[config.mk]
export PLATFORM = sky130hd
export DESIGN_NAME = usb_key_fifo
export DESIGN_NICKNAME = d
export VERILOG_FILES = /design/src/rtl/usb_key_fifo_pkg.sv /design/src/rtl/usb_key_fifo_ram.sv /design/src/rtl/usb_key_fifo.sv
export SDC_FILE = /design/constraint.sdc
export NUM_CORES = 1
export LEC_CHECK = 0
export ABC_AREA = 0
export CAP_MARGIN = 30
export CORE_ASPECT_RATIO = 1.2
export CORE_MARGIN = 4
export CORE_UTILIZATION = 29
export CTS_CLUSTER_SIZE = 20
export DETAILED_ROUTE_END_ITERATION = 10
export SYNTH_ARGS = -nofsm -noshare
export SYNTH_HDL_FRONTEND = slang
export SYNTH_SLANG_ARGS = --single-unit
[constraint.sdc]
create_clock -name clk_i -period 6.11 [get_ports clk_i]
set_clock_uncertainty 0.2 [all_clocks]
set_input_delay 1.222 -clock clk_i [delete_from_list [all_inputs] [get_ports clk_i]]
set_output_delay 1.222 -clock clk_i [all_outputs]
set_load 0.01 [all_outputs]
[src/rtl/usb_key_fifo_pkg.sv]
// usb_key_fifo_pkg
//   Definitions shared by the keystroke FIFO and the scancode converter:
//   register addresses, STATUS/control bit positions, the HID modifier masks
//   and the packed FIFO entry layout.
package usb_key_fifo_pkg;

  // Register map seen from the Z80 bus
  localparam logic [7:0] USB_KF_STATUS = 8'h00;
  localparam logic [7:0] USB_KF_CHAR   = 8'h01;
  localparam logic [7:0] USB_KF_MOD    = 8'h02;
  localparam logic [7:0] USB_KF_COUNT  = 8'h03;

  // STATUS read bits
  localparam int STAT_NEMPTY_BIT = 0;
  localparam int STAT_FULL_BIT   = 1;
  localparam int STAT_OVF_BIT    = 2;

  // STATUS write (control) bits
  localparam int CTRL_OVFCLR_BIT = 0;
  localparam int CTRL_FLUSH_BIT  = 7;

  // HID modifier byte: left/right shift and left/right ctrl
  localparam logic [7:0] SHIFT_MASK = 8'h22;
  localparam logic [7:0] CTRL_MASK  = 8'h11;

  // One FIFO entry: modifier byte in the upper half, ASCII in the lower
  typedef struct packed {
    logic [7:0] mod;
    logic [7:0] chr;
  } key_entry_t;

endpackage

[src/rtl/usb_key_fifo_ram.sv]
// sync_fifo_ram
//   Storage array for the keystroke FIFO: one synchronous write port and one
//   asynchronous read port. No reset; the FIFO control decides what is valid.
//   Ports:
//     clk_i   clock
//     we_i    write enable
//     waddr_i write address
//     wdata_i write data
//     raddr_i read address
//     rdata_o read data (combinational from raddr_i)
module sync_fifo_ram #(
  parameter int AW = 4,
  parameter int DW = 16
) (
  input  logic          clk_i,
  input  logic          we_i,
  input  logic [AW-1:0] waddr_i,
  input  logic [DW-1:0] wdata_i,
  input  logic [AW-1:0] raddr_i,
  output logic [DW-1:0] rdata_o
);

  logic [DW-1:0] mem [2**AW];

  always_ff @(posedge clk_i) begin
    if (we_i) begin
      mem[waddr_i] <= wdata_i;
    end
  end

  assign rdata_o = mem[raddr_i];

endmodule

[src/rtl/usb_key_fifo.sv]
// usb_key_fifo
//   Keystroke buffer between the USB HID keyboard path and the Z80 register
//   bus. Every accepted key strobe stores {modifier, ascii}; the CPU drains
//   entries by reading the CHAR register at its own pace.
//   Ports:
//     clk_i        CPU clock (only clock)
//     rst_n_i      synchronous reset, active low
//     key_valid_i  one-cycle new-key strobe
//     key_char_i   ASCII code, valid with key_valid_i
//     key_mod_i    HID modifier byte, valid with key_valid_i
//     usb_cs       register chip select (may be held for several cycles)
//     wr_n         0 = write access, 1 = read access
//     reg_addr_i   register address
//     data_i       write data
//     data_o       read data, combinational decode of registered state
//     irq_o        registered, high while the FIFO holds at least one key
//
//   Transfer semantics: the key side is a plain strobe with no backpressure;
//   a key arriving while the FIFO is full (and nothing pops that cycle) is
//   dropped and the sticky ovf flag records it. On the bus side one read
//   access to CHAR (usb_cs & wr_n & addr==CHAR, however many cycles long)
//   pops exactly one entry, at the first cycle of the access.
module usb_key_fifo
  import usb_key_fifo_pkg::*;
#(
  parameter int DEPTH_LOG2 = 4,
  parameter bit DROP_NULL  = 1'b1
) (
  input  logic       clk_i,
  input  logic       rst_n_i,
  input  logic       key_valid_i,
  input  logic [7:0] key_char_i,
  input  logic [7:0] key_mod_i,
  input  logic       usb_cs,
  input  logic       wr_n,
  input  logic [7:0] reg_addr_i,
  input  logic [7:0] data_i,
  output logic [7:0] data_o,
  output logic       irq_o
);

  localparam logic [DEPTH_LOG2:0]   FULL_CNT = {1'b1, {DEPTH_LOG2{1'b0}}};
  localparam logic [DEPTH_LOG2:0]   CNT_ONE  = (DEPTH_LOG2+1)'(1);
  localparam logic [DEPTH_LOG2-1:0] PTR_ONE  = DEPTH_LOG2'(1);

  logic [DEPTH_LOG2-1:0] rptr_q, wptr_q;
  logic [DEPTH_LOG2:0]   count_q, count_nxt;
  logic                  ovf_q;
  logic                  irq_q;
  logic                  rd01_q;
  logic [7:0]            char_hold_q;

  logic       empty, full;
  logic       rd01, pop_req, hold_active;
  logic       st_wr, flush, ovf_clr;
  logic       key_kept, pop_ok, push_ok, ovf_set;
  logic [15:0] head_raw;
  key_entry_t  head, wentry;

  assign empty = (count_q == '0);
  assign full  = (count_q == FULL_CNT);

  // Bus decode. The pop is the rising edge of the CHAR read select so a
  // long chip-select pulse still removes only one key.
  assign rd01        = usb_cs & wr_n & (reg_addr_i == USB_KF_CHAR);
  assign pop_req     = rd01 & ~rd01_q;
  assign hold_active = rd01 & rd01_q;

  assign st_wr   = usb_cs & ~wr_n & (reg_addr_i == USB_KF_STATUS);
  assign flush   = st_wr & data_i[CTRL_FLUSH_BIT];
  assign ovf_clr = st_wr & data_i[CTRL_OVFCLR_BIT];

  // A null char comes from an unmapped scancode and carries no keystroke.
  assign key_kept = key_valid_i & ~(DROP_NULL & (key_char_i == 8'h00));

  // Flush overrides both sides. A pop frees a slot in the same cycle, so a
  // push into a full FIFO is still accepted when it coincides with a pop.
  assign pop_ok  = pop_req & ~empty & ~flush;
  assign push_ok = key_kept & (~full | pop_ok) & ~flush;
  assign ovf_set = key_kept & full & ~pop_ok & ~flush;

  assign wentry.mod = key_mod_i;
  assign wentry.chr = key_char_i;

  sync_fifo_ram #(
    .AW (DEPTH_LOG2),
    .DW ($bits(key_entry_t))
  ) u_ram (
    .clk_i   (clk_i),
    .we_i    (push_ok),
    .waddr_i (wptr_q),
    .wdata_i (wentry),
    .raddr_i (rptr_q),
    .rdata_o (head_raw)
  );

  assign head = key_entry_t'(head_raw);

  always_comb begin
    count_nxt = count_q;
    if (flush) begin
      count_nxt = '0;
    end else begin
      case ({push_ok, pop_ok})
        2'b10:   count_nxt = count_q + CNT_ONE;
        2'b01:   count_nxt = count_q - CNT_ONE;
        default: count_nxt = count_q;
      endcase
    end
  end

  always_ff @(posedge clk_i) begin
    if (!rst_n_i) begin
      rptr_q      <= '0;
      wptr_q      <= '0;
      count_q     <= '0;
      ovf_q       <= 1'b0;
      irq_q       <= 1'b0;
      rd01_q      <= 1'b0;
      char_hold_q <= 8'h00;
    end else begin
      rd01_q  <= rd01;
      count_q <= count_nxt;
      irq_q   <= (count_nxt != '0);

      if (flush) begin
        rptr_q <= '0;
        wptr_q <= '0;
      end else begin
        if (pop_ok)  rptr_q <= rptr_q + PTR_ONE;
        if (push_ok) wptr_q <= wptr_q + PTR_ONE;
      end

      // Set beats clear when both land in one cycle; flush clears outright.
      if (flush)        ovf_q <= 1'b0;
      else if (ovf_set) ovf_q <= 1'b1;
      else if (ovf_clr) ovf_q <= 1'b0;

      // Remember the head being popped so the rest of the access keeps
      // showing it even though rptr has already advanced.
      if (pop_req) char_hold_q <= empty ? 8'h00 : head.chr;
    end
  end

  always_comb begin
    data_o = 8'h00;
    case (reg_addr_i)
      USB_KF_STATUS: begin
        data_o[STAT_OVF_BIT]    = ovf_q;
        data_o[STAT_FULL_BIT]   = full;
        data_o[STAT_NEMPTY_BIT] = ~empty;
      end
      USB_KF_CHAR: begin
        if (hold_active)  data_o = char_hold_q;
        else if (!empty)  data_o = head.chr;
      end
      USB_KF_MOD: begin
        if (!empty) data_o = head.mod;
      end
      USB_KF_COUNT: data_o = 8'(count_q);
      default:      data_o = 8'h00;
    endcase
  end

  assign irq_o = irq_q;

endmodule

==> flow_summary.ini <==
[yosys]
postSynthAreaPerCell_um2 = 18.2
synth.area.mux_share = 0.135
synth-xor-area-share = 0.00693
synth_ff_type = edfxtp_1
synth_adder_area_share = 0.00879
sequential_fraction_of_the_synthesis_area = 0.725
ys_seq_elements = 284
synth.yosys.warnings = 0
simple_gate_fraction_of_synth_area = 0.0622
syn_area_um2 = 11400
synth_async_sr_flop_share = 0
synth_enable_flop_cells = 256
synth.distinct_cells = 57
mappedNetlistNets = 670
largest_family_of_logic_cells_by_synthesized_area = multiplexers
netlist_instances = 625
synth_compound_gate_area_share = 0.0478

[layout]
post-route-util = 0.348
num-fill-cells = 3717
num-nets-final = 741
drive_above_1_share = 0.228
antenna_cells_inserted = 0
area.growth.synth_to_final_pct = 18.4

[timing]
worst_slew_pin_slew_ns = 0.740
min_period_over_period = 0.907
final.min_clock_period_ns = 5.54
max-slew-margin-rel = 0.505
hold_slack_ns = 0.281
setup_ws_ns = 0.570
final.setup.tns_ns = 0
timing.final.hold_violations = 0
grt_setup_unrepaired = false
setup_viol = 0
timing.fmax_ghz = 0.181
drv_slew = 0

[clock_network]
max-clock-path-buffers = 3
h-tree-depth = 1
number_of_buffers_added_by_the_clock_tree_synthesis_step = 28
clkLatencyLatePin_ns = 0.53
cts_resized = 0
clkSinkCount = 284
clock_tree_from_tritoncts = done
cts-root-buf = clkbuf_16
cts_hold_buffers = 0
post_cts_buffers = 0
clk_pin_slew_ns = 0.06

[floorplan]
std_cell_rows = 79
floorplan.die_area_um2 = 42500
start_util = 0.294
core-area_um2 = 38700
overall_die_height_um = 225
num_io_pins = 46
die-width_um = 189

[place]
port_buffers = 39
post-place-ws_ns = 0.428
gpl.final_weighted_congestion = 0.793
hpwlAfterDp_mm = 16.0

[global_routing]
grt_pass1_vias = 6067
grt_residual_overflow = 0
globalRouteTotalUtil = 0.119
grt_antenna_before_repair = 2
grt_first_pass_wirelength_mm = 38.7
largest_net_degree_at_the_start_of_global_routing = 33

[drt]
drt_iter0_drc = 431
drt_wl_total_mm = 25.8
drtPass1Iterations = 4
wire_per_inst_um = 20.7
drc_errors = 0
drt.antenna.violating_nets = 0
detailroute.via_count = 5960
route.detailed.vias_per_inst = 4.79

[worst_setup_path]
criticalPathCategory = in2out
cp_data_arrival_time_ns = 4.12
worst_setup_path_end_kind = output pin
worst_ep_required_time_ns = 4.69
critical-path-top-cell-by-count = clkdlybuf4s50_1
critical_path_slowest_stage_cell = or4_4
setup.worst_path.start_class = input port
worstPathCellList = clkdlybuf4s50_1, or4_4, a211o_1, nor4b_4, a22oi_1, o211ai_1, clkdlybuf4s50_1
timing.critical_path.slowest_cell_delay_ns = 0.59
worst_path_max_fanout = 8

[power_and_ir_drop]
maximum_vdd_drop_mv = 0.249
power.leakage_nw = 4.27
cellPowerDensity_nw_per_um2 = 293

[run]
maximum_capacitance_violations = 0

[worst_hold_path]
worstHoldPathType = reg2reg

[run_status]
outcome = finished clean
sequential cells by signal, indices dropped and copies added (netlist names), named ones only:
signal and cells:
wptr_q 4, irq_o 1, count_q 5, rptr_q 4
rd01_q 1, char_hold_q 8, ovf_q 1, u_ram.mem 256
critical path, delay by kind of cell:
| family | cells | cell delay, ns |
|---|---|---|
| buffers and inverters | 2 | 1.00 |
| AND/OR/NAND/NOR | 2 | 1.18 |
| AO/OA/AOI/OAI | 3 | 0.72 |
synth_stat cells (3+ instances only):
library cell | number | area share
nor2b_1 | 7 | 0.0038
and3_1 | 10 | 0.0055
o211ai_1 | 3 | 0.0020
a22oi_1 | 16 | 0.011
mux4_2 | 63 | 0.12
nor2_1 | 36 | 0.012
nand3_1 | 9 | 0.0040
xor2_1 | 6 | 0.0046
o21ai_0 | 3 | 0.0013
ha_1 | 8 | 0.0088
xnor2_1 | 3 | 0.0023
nand2_1 | 48 | 0.016
edfxtp_1 | 256 | 0.68
dfxtp_1 | 28 | 0.049
mux2i_1 | 5 | 0.0044
a21oi_1 | 6 | 0.0026
nor4_1 | 3 | 0.0016
a22o_1 | 10 | 0.0077
o22ai_1 | 8 | 0.0044
a211o_1 | 3 | 0.0023
a32oi_1 | 4 | 0.0031
nor3_1 | 5 | 0.0022
buf_1 | 5 | 0.0016
clkbuf_1 | 13 | 0.0043
buf_2 | 13 | 0.0057
and2_1 | 6 | 0.0033
inv_1 | 7 | 0.0023
mux2_2 | 6 | 0.0059
metrics by stage:
stage | std cells | power (mW) | cell area (um^2)
after detailed placement | 1191 | 2.33 | 12600
final | 1244 | 3.94 | 13500
after global placement | 1191 | 2.33 | 12600
after CTS | 1243 | 3.99 | 13500
after floorplan | 625 | 2.25 | 11400
after global routing | 1244 | 4.08 | 13500
placed cells by master, fill, tap and decap left out, types with 9 or more instances in the layout:
master and instances:
edfxtp_1 256, mux4_2 63, nand2_1 48, clkdlybuf4s50_1 39, nor2_1 32, buf_4 32
clkbuf_16 29, dfxtp_1 25, a22oi_1 16, and3_1 10, a22o_1 10, nand3_1 9
power breakdown:
group	internal (mW)	total, mW	switching (mW)	leakage [nW]
sequential	2.14	2.15	0.0111	2.54
combinational	0.0565	0.139	0.0828	1.29
clock	0.964	1.65	0.685	0.438
total	3.16	3.94	0.779	4.27
layer usage:
metal / global-route usage / part of all wire / up-vias
li1: - / - / 2665
met1: 0.164 / 0.44 / 3103
met5: 0 / 0.00027 / -
met3: 0.0232 / 0.056 / 34
met2: 0.202 / 0.49 / 156
met4: 0.0202 / 0.013 / 2
cells by family (layout without fill, tap and decap cells):
kind of cell               Yosys count  in the layout
AOI/OAI and AO/OA                   70             70
xor gates and xnor gates             9              9
adders and majority gates            8              8
buffers and inverters               40            133
DFF                                284            284
muxes                               74             74
and+or+nand+nor                    140            140
final timing paths:
path / endpoint / startpoint / cells past startpoint / slack [ns]
setup / recovery: data_o[2] / reg_addr_i[7] / 7 / 0.57
hold / removal: char_hold_q[5] / char_hold_q[5] / 1 / 0.28
setup reg to reg: irq_o / count_q[1] / 12 / 2.27
hold reg to reg: char_hold_q[5] / char_hold_q[5] / 1 / 0.28
area by class of cell:
class                      instances  area (um^2)  share of cell area
sequential                       284         8250               0.613
multi-input combinational        301         3000               0.223
clock buffer                      42          820              0.0608
tap                              526          658              0.0488
timing repair buffer              72          638              0.0474
clock inverter                    10         71.3             0.00529
inverter                           9         33.8             0.00251
Power figures use the tool's default switching activity.
